<file path="config.mk">
export PLATFORM = sky130hd
export DESIGN_NAME = rolhas_transfer_tx_flat
export DESIGN_NICKNAME = d
export VERILOG_FILES = /design/src/rtl/rolhas_pkg.sv /design/src/rtl/rolhas_transfer_tx_if.sv /design/src/rtl/rolhas_calc_lote.sv /design/src/rtl/rolhas_transfer_tx.sv /design/src/flat_wrapper.sv
export SDC_FILE = /design/constraint.sdc
export NUM_CORES = 1
export LEC_CHECK = 0
export CELL_PAD_IN_SITES_DETAIL_PLACEMENT = 0
export CELL_PAD_IN_SITES_GLOBAL_PLACEMENT = 1
export CORE_MARGIN = 2
export CORE_UTILIZATION = 32
export DETAILED_ROUTE_END_ITERATION = 10
export PLACE_DENSITY = 0.81
export SYNTH_ARGS = -nofsm -noshare
export SYNTH_HDL_FRONTEND = slang
export SYNTH_HIERARCHICAL = 1
export SYNTH_SLANG_ARGS = --single-unit
export TNS_END_PERCENT = 30
</file>
<file path="constraint.sdc">
create_clock -name clk -period 1.5 [get_ports clk]
set_input_delay 0.45 -clock clk [delete_from_list [all_inputs] [get_ports clk]]
set_output_delay 0.45 -clock clk [all_outputs]
set_load 0.005 [all_outputs]
</file>
<file path="src/rtl/rolhas_pkg.sv">
// rolhas_pkg
// Shared definitions for the cork (rolha) transfer link: the transmitter
// state encoding and the default sizing constants. The receiver and the
// display codifiers import the same package.
package rolhas_pkg;

  // Transmitter states. ST_ERR is only reachable when the handshake
  // timeout option (ROLHAS_TX_TIMEOUT_EN) is compiled in.
  typedef enum logic [2:0] {
    ST_IDLE    = 3'd0,
    ST_LOAD    = 3'd1,
    ST_REQ     = 3'd2,
    ST_RELEASE = 3'd3,
    ST_ERR     = 3'd4
  } rolhas_state_t;

  localparam int ROLHAS_WIDTH     = 7;   // width of every cork count
  localparam int ROLHAS_CAPACITY  = 99;  // principal reservoir capacity
  localparam int ROLHAS_MAX_BATCH = 15;  // corks moved per handshake, max

endpackage

</file>
<file path="src/rtl/rolhas_transfer_tx_if.sv">
// rolhas_transfer_tx_if
// Bundles the reservoir status inputs and the req/ack transfer bus of the
// cork transfer transmitter.
//   enable, min_r        : line run and principal-minimum flags
//   sec_count, pri_count : secondary / principal reservoir counts
//   ack                  : receiver acknowledge
//   req, rolhas_transfer : request and batch size (valid while req=1)
//   sec_dec              : one-cycle "subtract batch from secondary" pulse
//   busy, tx_err         : status (non-idle, sticky handshake timeout)
// Modports: master = transmitter side, slave = environment/receiver side.
interface rolhas_transfer_tx_if
  import rolhas_pkg::*;
#(
  parameter int WIDTH = ROLHAS_WIDTH
);
  logic             enable;
  logic             min_r;
  logic [WIDTH-1:0] sec_count;
  logic [WIDTH-1:0] pri_count;
  logic             ack;
  logic             req;
  logic [WIDTH-1:0] rolhas_transfer;
  logic             sec_dec;
  logic             busy;
  logic             tx_err;

  modport master (
    input  enable, min_r, sec_count, pri_count, ack,
    output req, rolhas_transfer, sec_dec, busy, tx_err
  );

  modport slave (
    output enable, min_r, sec_count, pri_count, ack,
    input  req, rolhas_transfer, sec_dec, busy, tx_err
  );
endinterface

</file>
<file path="src/rtl/rolhas_calc_lote.sv">
// rolhas_calc_lote
// Combinational batch-size calculation:
//   lote = min(sec_count, CAPACITY - pri_count, MAX_BATCH)
// The free-room term saturates at 0 when the principal reservoir is at or
// above capacity, and every intermediate stays WIDTH bits wide.
// Ports:
//   sec_count (in, WIDTH) : secondary reservoir count
//   pri_count (in, WIDTH) : principal reservoir count
//   lote      (out, WIDTH): batch size to move
module rolhas_calc_lote
  import rolhas_pkg::*;
#(
  parameter int WIDTH     = ROLHAS_WIDTH,
  parameter int CAPACITY  = ROLHAS_CAPACITY,
  parameter int MAX_BATCH = ROLHAS_MAX_BATCH
) (
  input  logic [WIDTH-1:0] sec_count,
  input  logic [WIDTH-1:0] pri_count,
  output logic [WIDTH-1:0] lote
);

  localparam logic [WIDTH-1:0] CAP_W = WIDTH'(CAPACITY);
  localparam logic [WIDTH-1:0] MAX_W = WIDTH'(MAX_BATCH);

  logic [WIDTH-1:0] room;
  logic [WIDTH-1:0] min_sr;

  always_comb begin
    room   = (pri_count >= CAP_W) ? '0 : (CAP_W - pri_count);
    min_sr = (sec_count < room) ? sec_count : room;
    lote   = (min_sr < MAX_W) ? min_sr : MAX_W;
  end

endmodule

</file>
<file path="src/rtl/rolhas_transfer_tx.sv">
// rolhas_transfer_tx
// Transmitter of the cork transfer link (secondary -> principal reservoir).
// When the principal reservoir reports minimum level it computes a batch in
// a one-cycle LOAD state, presents it under a four-phase req/ack handshake,
// and on acknowledge pulses sec_dec for one cycle so the secondary register
// subtracts the batch. All outputs are registered.
// Ports:
//   clk : divided system clock, rising edge
//   clr : asynchronous active-low reset
//   bus : rolhas_transfer_tx_if.master (status inputs, req/ack bus, flags)
// Optional build macro ROLHAS_TX_TIMEOUT_EN: adds a cycle counter over the
// REQ and RELEASE states; reaching TIMEOUT_CYC enters ST_ERR and sets the
// sticky tx_err flag. Without it the block waits indefinitely for ack and
// tx_err is constant 0.
module rolhas_transfer_tx
  import rolhas_pkg::*;
#(
  parameter int WIDTH       = ROLHAS_WIDTH,
  parameter int CAPACITY    = ROLHAS_CAPACITY,
`ifdef ROLHAS_TX_TIMEOUT_EN
  parameter int MAX_BATCH   = ROLHAS_MAX_BATCH,
  parameter int TIMEOUT_CYC = 255
`else
  parameter int MAX_BATCH   = ROLHAS_MAX_BATCH
`endif
) (
  input  logic                  clk,
  input  logic                  clr,
  rolhas_transfer_tx_if.master  bus
);

  rolhas_state_t    state_reg;
  logic             req_reg;
  logic             sec_dec_reg;
  logic             busy_reg;
  logic [WIDTH-1:0] xfer_reg;
  logic [WIDTH-1:0] lote;

`ifdef ROLHAS_TX_TIMEOUT_EN
  localparam int CNT_W = $clog2(TIMEOUT_CYC + 1);
  localparam logic [CNT_W-1:0] CNT_LAST = CNT_W'(TIMEOUT_CYC - 1);

  logic [CNT_W-1:0] tmo_cnt_reg;
  logic             tx_err_reg;
`endif

  rolhas_calc_lote #(
    .WIDTH     (WIDTH),
    .CAPACITY  (CAPACITY),
    .MAX_BATCH (MAX_BATCH)
  ) u_calc_lote (
    .sec_count (bus.sec_count),
    .pri_count (bus.pri_count),
    .lote      (lote)
  );

  always_ff @(posedge clk or negedge clr) begin
    if (!clr) begin
      state_reg   <= ST_IDLE;
      req_reg     <= 1'b0;
      sec_dec_reg <= 1'b0;
      busy_reg    <= 1'b0;
      xfer_reg    <= '0;
`ifdef ROLHAS_TX_TIMEOUT_EN
      tmo_cnt_reg <= '0;
      tx_err_reg  <= 1'b0;
`endif
    end else begin
      // sec_dec is a single-cycle pulse; only the REQ->RELEASE step sets it.
      sec_dec_reg <= 1'b0;
      case (state_reg)
        ST_IDLE: begin
          // A stale ack (still high from a previous exchange) blocks start.
          if (bus.enable && bus.min_r && (bus.sec_count != '0) && !bus.ack) begin
            state_reg <= ST_LOAD;
            busy_reg  <= 1'b1;
          end
        end

        ST_LOAD: begin
          if ((lote == '0) || !bus.enable) begin
            state_reg <= ST_IDLE;
            busy_reg  <= 1'b0;
          end else begin
            state_reg <= ST_REQ;
            req_reg   <= 1'b1;
            xfer_reg  <= lote;
`ifdef ROLHAS_TX_TIMEOUT_EN
            tmo_cnt_reg <= '0;
`endif
          end
        end

        ST_REQ: begin
          // ack has priority over a simultaneous enable drop: the batch commits.
          if (bus.ack) begin
            state_reg   <= ST_RELEASE;
            req_reg     <= 1'b0;
            sec_dec_reg <= 1'b1;
`ifdef ROLHAS_TX_TIMEOUT_EN
            tmo_cnt_reg <= '0;
`endif
          end else if (!bus.enable) begin
            state_reg <= ST_IDLE;
            req_reg   <= 1'b0;
            xfer_reg  <= '0;
            busy_reg  <= 1'b0;
          end
`ifdef ROLHAS_TX_TIMEOUT_EN
          else if (tmo_cnt_reg == CNT_LAST) begin
            state_reg  <= ST_ERR;
            req_reg    <= 1'b0;
            xfer_reg   <= '0;
            tx_err_reg <= 1'b1;
          end else begin
            tmo_cnt_reg <= tmo_cnt_reg + 1'b1;
          end
`endif
        end

        ST_RELEASE: begin
          // enable is ignored here: the batch was already committed.
          if (!bus.ack) begin
            state_reg <= ST_IDLE;
            xfer_reg  <= '0;
            busy_reg  <= 1'b0;
          end
`ifdef ROLHAS_TX_TIMEOUT_EN
          else if (tmo_cnt_reg == CNT_LAST) begin
            state_reg  <= ST_ERR;
            xfer_reg   <= '0;
            tx_err_reg <= 1'b1;
          end else begin
            tmo_cnt_reg <= tmo_cnt_reg + 1'b1;
          end
`endif
        end

`ifdef ROLHAS_TX_TIMEOUT_EN
        ST_ERR: begin
          // Leave only once the line is stopped and the receiver is quiet;
          // tx_err itself is cleared by clr alone.
          if (!bus.enable && !bus.ack) begin
            state_reg <= ST_IDLE;
            busy_reg  <= 1'b0;
          end
        end
`endif

        default: begin
          state_reg <= ST_IDLE;
          req_reg   <= 1'b0;
          xfer_reg  <= '0;
          busy_reg  <= 1'b0;
        end
      endcase
    end
  end

  assign bus.req             = req_reg;
  assign bus.rolhas_transfer = xfer_reg;
  assign bus.sec_dec         = sec_dec_reg;
  assign bus.busy            = busy_reg;
`ifdef ROLHAS_TX_TIMEOUT_EN
  assign bus.tx_err          = tx_err_reg;
`else
  assign bus.tx_err          = 1'b0;
`endif

endmodule

</file>
<file path="src/flat_wrapper.sv">
// flat-port wrapper written by rule: the top's interface ports become plain ports
module rolhas_transfer_tx_flat import rolhas_pkg::*;
#(
  parameter int WIDTH       = ROLHAS_WIDTH,
  parameter int CAPACITY    = ROLHAS_CAPACITY,

  parameter int MAX_BATCH   = ROLHAS_MAX_BATCH

)
  (clk, clr, bus_enable, bus_min_r, bus_sec_count, bus_pri_count, bus_ack, bus_req, bus_rolhas_transfer, bus_sec_dec, bus_busy, bus_tx_err);
  rolhas_transfer_tx_if #(.WIDTH(WIDTH)) bus_i ();
  input  logic clk;
  input  logic clr;
  input wire logic [$bits(bus_i.enable)-1:0] bus_enable;
  input wire logic [$bits(bus_i.min_r)-1:0] bus_min_r;
  input wire logic [$bits(bus_i.sec_count)-1:0] bus_sec_count;
  input wire logic [$bits(bus_i.pri_count)-1:0] bus_pri_count;
  input wire logic [$bits(bus_i.ack)-1:0] bus_ack;
  output wire logic [$bits(bus_i.req)-1:0] bus_req;
  output wire logic [$bits(bus_i.rolhas_transfer)-1:0] bus_rolhas_transfer;
  output wire logic [$bits(bus_i.sec_dec)-1:0] bus_sec_dec;
  output wire logic [$bits(bus_i.busy)-1:0] bus_busy;
  output wire logic [$bits(bus_i.tx_err)-1:0] bus_tx_err;
  assign bus_i.enable = bus_enable;
  assign bus_i.min_r = bus_min_r;
  assign bus_i.sec_count = bus_sec_count;
  assign bus_i.pri_count = bus_pri_count;
  assign bus_i.ack = bus_ack;
  assign bus_req = bus_i.req;
  assign bus_rolhas_transfer = bus_i.rolhas_transfer;
  assign bus_sec_dec = bus_i.sec_dec;
  assign bus_busy = bus_i.busy;
  assign bus_tx_err = bus_i.tx_err;
  rolhas_transfer_tx #(.WIDTH(WIDTH), .CAPACITY(CAPACITY), .MAX_BATCH(MAX_BATCH)) u_core (.clk(clk), .clr(clr), .bus(bus_i));
endmodule
</file>
==> run summary, run 1 <==
The number of detailed-route iterations in the first pass came out at 5. The detail route stage leaves a number of antenna-violating nets equal to 0. The effective utilization at floorplan is 33.7%. The register bit count reported by yosys came out at 12. The overall die area came out at 4060 um2.

The total overflow left after global routing is 0. The worst hold path belongs to the class input pin to asynchronous set/reset pin. The number of remaining DRC errors is 0. In this run the critical register-to-register path is captured at u_core/bus.rolhas_transfer[0]. The worst register-to-register path begins at u_core/state_reg[1]. For this run, the number of Yosys warnings is 6. Timing would allow up to 0.306 GHz.

TritonCTS built the clock tree. The endpoint of the worst setup timing path is u_core/state_reg[1]. The number of clock sinks came out at 12. The count of flip-flops with a built-in enable after synthesis came out at 0.

The type of the setup path with the least slack is input pin to register. Buffers inserted during clock tree synthesis total 3. The flow ran to the end, but the final reports show violations. The checks that failed: negative setup slack.

The signal on the critical path passes through buf_6, buf_8, o311ai_4, or2b_1, ha_1, nand2_1, a211oi_2, a2111oi_4, buf_4, mux2i_2, or4_4, o211ai_4, a21oi_2, mux2_4. The number of antenna cells inserted came out at 0. The final worst slack came out at -1770 ps. The final clock skew came out at 4.53 ps. The depth of the worst register-to-register path came out at 6. The detailed router's first-iteration violation count came out at 30.

The number of global-route vias before repair was 1,192. The sort of element at the end of the critical path is a register. After synthesis, flip-flops and latches occupy 26.3% of the total area.

Clock-pin slew was measured on the worst setup and hold paths at 80 ps. STA classifies the critical path startpoint as an input pin. The total routed wirelength is 2940 um. Prior to clock tree synthesis, the placed netlist has a worst setup slack of -2540 ps. The power per cell area came out at 1060 nW/um2. The final count of hold timing violations is 0. The detailed placer's ending HPWL came out at 2380 um. The weighted congestion at the end of routability-driven global placement is 0.865. After routing the design area is 1900 um2. The synthesized area is 1140 um2. Clock tree synthesis selected as its root buffer the cell sky130_fd_sc_hd__clkbuf_4.

After detailed routing, the number of vias per cell comes to 4.93. The placeable core region came out at 3390 um2. The maximum number of pins on one net before global-route repair came out at 13. The floorplan step set the die height to 63.7 um. Dividing the synthesized area by the synthesized cell count gives 8.91 um2. The total leakage power came out at 0.948 nW. The proportion of synthesized flip-flops having asynchronous set or reset came out at 100%. In the synthesized netlist, the number of instances is 128. The initial antenna violation count came to 0. After floorplanning, the core was divided into 21 placement rows. The critical path data arrival time is 3440 ps. The number of max-cap violations is 0. The final layout net count is 226. The worst slack on hold paths came out at 471 ps. The number of top-level pins came out at 30. The slowest stage of the critical path belongs to the cell sky130_fd_sc_hd__or4_4. The start point of the critical path is bus_pri_count[3].

The number of placed instances, taps included came out at 230. The final clock period utilization by the worst path came out at 218%. The critical path required time is 1670 ps. The number of different library cells used by synthesis comes to 35. The number of buffers inserted by hold repair at cts came out at 0.

Detailed routing inserted a total of 1,184 vias. Among all flip-flop cells after synthesis, the most frequent one is sky130_fd_sc_hd__dfrtp_1. The die extent in x is 63.7 um. The biggest fanout along the worst timing path came out at 4.

The slack of the worst reg-to-reg path came out at -40 ps. In this run the number of H-tree levels came out at 1. For the worst-skew pair, the clock arrives at the later sink with an insertion delay of 280 ps. The first global-routing pass estimated 5040 um of wire.

The ratio of cells with drive above 1 in the final layout is 35.1%. In this run the cell area measured after placement is 1720 um2. The flip-flop count of the largest register, all copies and words added came out at 7.

The shortest clock period the worst path allows after layout came out at 3270 ps. Compared with the post-synthesis result, the final layout area differs by 66.1%. The final instance count without filler cells is 240. Setup violations remaining at the end of the flow were counted as 11.

The number of pins with negative max-slew slack in the final report is 0. The count of buffers added on input and output ports is 28. The worst-case IR drop observed on VDD is 0.000333 V. The routed wire length per instance is 12.3 um. In this design, the stage delay of the slowest critical-path cell is 540 ps. Across every metal layer, demand over resource in global routing totals 15.8%. Setup repair after global routing could not meet its margin everywhere. The buffer depth of the longest clock path came out at 2.
==> power by group <==
group          leakage (nW)  switching (W)  total (W)  internal, W
Clock                0.0210       0.000114   0.000262     0.000148
Combinational         0.772       0.000553    0.00123     0.000677
Sequential            0.155      0.0000714   0.000521     0.000450
==> cells in the mapped netlist, types with 2 or more instances <==
cell                        n  area, um2
sky130_fd_sc_hd__nand2_1   16       60.1
sky130_fd_sc_hd__inv_1     14       52.6
sky130_fd_sc_hd__dfrtp_1   12        300
sky130_fd_sc_hd__ha_1      12        150
sky130_fd_sc_hd__mux2i_1   11        110
sky130_fd_sc_hd__a21oi_1    8       40.0
sky130_fd_sc_hd__nor2_1     5       18.8
sky130_fd_sc_hd__nor4_1     5       31.3
sky130_fd_sc_hd__and3_1     4       25.0
sky130_fd_sc_hd__buf_4      4       30.0
sky130_fd_sc_hd__nor3_1     3       15.0
sky130_fd_sc_hd__o21ai_0    3       15.0
sky130_fd_sc_hd__or2b_1     3       22.5
sky130_fd_sc_hd__conb_1     2       7.51
sky130_fd_sc_hd__mux2_2     2       22.5
sky130_fd_sc_hd__nand2b_1   2       12.5
sky130_fd_sc_hd__nand3_1    2       10.0
sky130_fd_sc_hd__nand3b_1   2       15.0
sky130_fd_sc_hd__o211ai_1   2       15.0
==> final cells by class <==
type	count	area, um2
multi-input cells	98	845
repair buffers	66	587
well taps	46	57.6
fillers	307	1490
inverters	14	70.1
clock buffers	4	36.3
flip-flops and latches	12	300
==> repair_timing <==
item | 4_1_cts | 5_1_grt
endpoints found under the setup margin | 21 | 11
setup buffers | 6 | 0
gates cloned | 0 | 0
resized for setup | 40 | 5
pin swaps | 16 | 0
==> how the worst min path moves through the flow <==
stage	from	to	slack (ps)	depth (start not counted)
after floorplan	clr	u_core/bus.busy	150	0
after global placement	u_core/bus.busy	u_core/bus.busy	480	1
after detailed placement	u_core/bus.req	u_core/bus.req	490	1
after CTS	clr	u_core/bus.rolhas_transfer[5]	470	2
after global routing	clr	u_core/bus.rolhas_transfer[5]	480	2
final	clr	u_core/bus.rolhas_transfer[5]	470	2
==> worst max-delay path: cells and delay by family <==
family | cells | cell delay [ps]
AO/OA/AOI/OAI | 5 | 1000
adder cells (fa/ha/maj) | 1 | 280
buffers and inverters | 3 | 380
multiplexers | 2 | 420
AND/OR/NAND/NOR | 3 | 890
==> per-layer routing <==
layer,track usage (%),part of all wire [%],wire [um]
met2,30.1,53,1560
met5,0,0,0
met4,9.24,2.7,78
met3,1.61,3.3,97
met1,16.5,41,1200
==> through the flow <==
| stage | total power (W) | setup TNS [ps] | utilization, % |
|---|---|---|---|
| global route | 0.00217 | -18930 | 55.9 |
| CTS | 0.00202 | -17500 | 55.2 |
| global placement | 0.00168 | -24930 | 50.7 |
| detailed placement | 0.00172 | -25740 | 50.7 |
| finish | 0.00201 | -17470 | 55.9 |
| floorplan | 0.00125 | -16980 | - |
==> cells in the final DEF, fill, tap and decap left out, types with 4 or more instances in the layout <==
cell / synthesis / routed
sky130_fd_sc_hd__mux2i_1: 11 / 10
sky130_fd_sc_hd__nor4_1: 5 / 5
sky130_fd_sc_hd__inv_1: 14 / 12
sky130_fd_sc_hd__a21oi_1: 8 / 5
sky130_fd_sc_hd__nor2_1: 5 / 5
sky130_fd_sc_hd__nand2_1: 16 / 16
sky130_fd_sc_hd__dlygate4sd2_1: 0 / 11
sky130_fd_sc_hd__buf_4: 4 / 34
sky130_fd_sc_hd__clkdlybuf4s50_1: 0 / 13
sky130_fd_sc_hd__ha_1: 12 / 10
sky130_fd_sc_hd__dfrtp_1: 12 / 12
sky130_fd_sc_hd__conb_1: 2 / 4
==> kinds of logic after synthesis <==
group	Yosys count	share of synthesized area [%]
AOI/OAI and AO/OA	24	18.2
and+or+nand+nor	45	20.6
other	2	0.658
muxes	13	11.6
DFF	12	26.3
buffers and inverters	20	9.43
adders and majority gates	12	13.2
Power figures use the tool's default switching activity.
==> run 2: changes to the inputs <==
--- a/config.mk
+++ b/config.mk
@@ -7,7 +7,6 @@
 export LEC_CHECK = 0
 export CELL_PAD_IN_SITES_DETAIL_PLACEMENT = 0
 export CELL_PAD_IN_SITES_GLOBAL_PLACEMENT = 1
-export CORE_MARGIN = 2
 export CORE_UTILIZATION = 32
 export DETAILED_ROUTE_END_ITERATION = 10
 export PLACE_DENSITY = 0.81
==> run summary, run 2 (synthesized netlist as in run 1, its figures left out) <==
The maximum number of pins on one net before global-route repair came out at 13 (unchanged). The critical path required time came out at 1670 ps (about the same). The count of input and output buffers is 28 (unchanged). The TritonCTS clock tree is done (unchanged). The maximum vdd drop came out at 0.000349 V (was 0.000333 V). The detailed placer's ending HPWL came out at 2310 um (was 2380 um). The ratio of cells with drive above 1 in the final layout is 39.4% (was 35.1%). The initial antenna violation count came to 0 (unchanged). The number of remaining DRC errors came out at 0 (unchanged). The total of endpoints with negative setup slack in the final report was 11 (unchanged). The routed via count divided by cell count is 4.69 (was 4.93). Outcome: complete, but fails checks (unchanged). The final clock period utilization by the worst path was 218% (about the same). The flip-flop count of the largest register, all copies and words added came out at 7 (unchanged). The CTS root buffer was sky130_fd_sc_hd__clkbuf_4 (unchanged). The clock slew at the register clock pins of the worst setup and hold paths came out at 80 ps (about the same). The worst setup timing slack at the placement stage was -2530 ps (was -2540 ps).

The effective utilization at floorplan came to 33.9% (was 33.7%). The number of nets with antenna violations after routing is 0 (unchanged). The total power consumption of the routed design was 0.00203 W (was 0.00201 W). The number of pins with negative max-slew slack in the final report is 0 (unchanged). The register cell area after layout came to 300 um2 (unchanged).

The number of antenna cells inserted is 0 (unchanged). The detailed router's first-iteration violation count was 29 (was 30). The worst slack on hold paths is 464 ps (was 471 ps). The post-place instance area is 1750 um2 (was 1720 um2). The total leakage power came to 0.972 nW (was 0.948 nW). The shortest clock period the worst path allows after layout is 3280 ps (was 3270 ps). The clock insertion delay at the later pin of the skew report is 280 ps (about the same).

The via count came out at 1,145 (was 1,184). The overflow left after global routing is 0 (unchanged). The wire length of the first global-routing pass came out at 4620 um (was 5040 um).

The number of clock sinks is 12 (unchanged). The cell area after layout was 1910 um2 (was 1900 um2). The maximum level of the CTS H-tree came out at 1 (unchanged). The number of filler cells placed in the layout is 324 (was 307). Commonest cells after routing, fill and taps aside: 41 x sky130_fd_sc_hd__buf_4, 16 x sky130_fd_sc_hd__nand2_1, 12 x sky130_fd_sc_hd__dlygate4sd2_1, 12 x sky130_fd_sc_hd__inv_1, 12 x sky130_fd_sc_hd__dfrtp_1 (was 34 x sky130_fd_sc_hd__buf_4, 16 x sky130_fd_sc_hd__nand2_1, 13 x sky130_fd_sc_hd__clkdlybuf4s50_1).

The total routed wirelength is 2970 um (was 2940 um). The cell row count came out at 21 (unchanged). The number of placed instances, taps included was 234 (was 230). The number of max-cap violations came out at 0 (unchanged). Violated checks: negative setup slack (unchanged).

The sort of element at the end of the critical path is a register (unchanged). The worst min-delay path class is input pin to asynchronous set/reset pin (unchanged). The leading cell type in the layout, fill and taps excluded was sky130_fd_sc_hd__buf_4 (unchanged).

The relative area change from synthesis to final layout is 67.0% (was 66.1%). The power per cell area is 1070 nW/um2 (was 1060 nW/um2). The number of CTS-inserted buffers came out at 3 (unchanged).

The biggest fanout along the worst timing path is 4 (unchanged). The number of detailed-route iterations in the first pass came out at 4 (was 5). The total global routing track utilization came to 16.5% (was 15.8%). The placeable core region came out at 3360 um2 (was 3390 um2).

The final instance count without filler cells came out at 244 (was 240). The number of top-level pins is 30 (unchanged). The die extent in x is 61.7 um (was 63.7 um). Setup repair after global routing missed its margin: true (unchanged).

The final worst slack is -1780 ps (was -1770 ps). The number of global-route vias before repair came out at 1,087 (was 1,192). The routed wire length per instance came out at 12.2 um (was 12.3 um). The final clock skew came out at 10.1 ps (was 4.53 ps). The overall die area came to 3810 um2 (was 4060 um2). The type of the setup path with the least slack is input pin to register (unchanged). The area occupied by multi-input gates came to 858 um2 (was 845 um2).

The final layout net count came out at 230 (was 226). The vertical die dimension came out at 61.7 um (was 63.7 um). The buffer depth of the longest clock path was 2 (unchanged).

The critical path data arrival time came out at 3450 ps (was 3440 ps). The number of buffers inserted by hold repair at cts is 0 (unchanged). The category of the worst setup path launch point is an input pin (unchanged). The final count of hold timing violations came out at 0 (unchanged). The weighted congestion at the end of routability-driven global placement came to 0.811 (was 0.865). The achievable frequency came to 0.305 GHz (was 0.306 GHz).
run 2: report_power, final:
part           switching [W]  internal [W]  total, W
sequential         0.0000692      0.000450  0.000519
clock               0.000114      0.000148  0.000261
combinational       0.000564      0.000688   0.00125
total               0.000747       0.00129   0.00203
run 2: worst max-delay path, cell delays in order:
cell and delay (ps):
sky130_fd_sc_hd__buf_4 150, sky130_fd_sc_hd__buf_4 140, sky130_fd_sc_hd__o311ai_4 300, sky130_fd_sc_hd__nand3_2 140, sky130_fd_sc_hd__ha_1 330, sky130_fd_sc_hd__a21oi_2 160
sky130_fd_sc_hd__o22ai_2 100, sky130_fd_sc_hd__a2111oi_4 270, sky130_fd_sc_hd__buf_4 200, sky130_fd_sc_hd__mux2i_2 80, sky130_fd_sc_hd__or4_4 570, sky130_fd_sc_hd__o211ai_4 220
sky130_fd_sc_hd__a21oi_2 80, sky130_fd_sc_hd__mux2_2 260
run 2: cell type report:
cell class                 instances  area share, %
sequential                        12           15.8
inverter                          14           3.68
clock buffer                       4           1.90
multi-input combinational         98           45.0
timing repair buffer              70           30.6
tap                               46           3.02
run 2: worst paths after layout:
| path | startpoint | end | slack [ps] | cells past startpoint |
|---|---|---|---|---|
| setup / recovery | bus_pri_count[2] | u_core/state_reg[1] | -1780 | 14 |
| hold / removal | clr | u_core/bus.req | 460 | 2 |
| setup reg to reg | u_core/state_reg[1] | u_core/state_reg[1] | -80 | 5 |
| hold reg to reg | u_core/bus.busy | u_core/bus.busy | 500 | 1 |
| max in group asynchronous | clr | u_core/bus.rolhas_transfer[5] | 870 | 2 |
| min in group clk | u_core/bus.busy | u_core/bus.busy | 500 | 1 |
run 2: timing repair:
action | in CTS | in global routing
endpoints found under the hold margin | 0 | 0
buffers inserted | 3 | 3
pin swaps | 18 | 11
endpoints found under the setup margin | 21 | 11
resized for setup | 34 | 14
run 2: routing by layer:
layer  global-route usage (%)  up-vias  routed length [um]
li1                         -      590                   -
met1                     19.6      514                1310
met2                     30.0       33                1490
met3                     1.86        8                 110
met4                     6.67        0                  60
met5                        0        -                   0
run 2: metrics by stage:
step | utilization, % | TNS [ps]
after global placement | 52.0 | -25140
after floorplan | - | -16980
after global routing | 56.7 | -19090
final | 56.7 | -17850
after detailed placement | 52.0 | -25650
after CTS | 54.7 | -17540
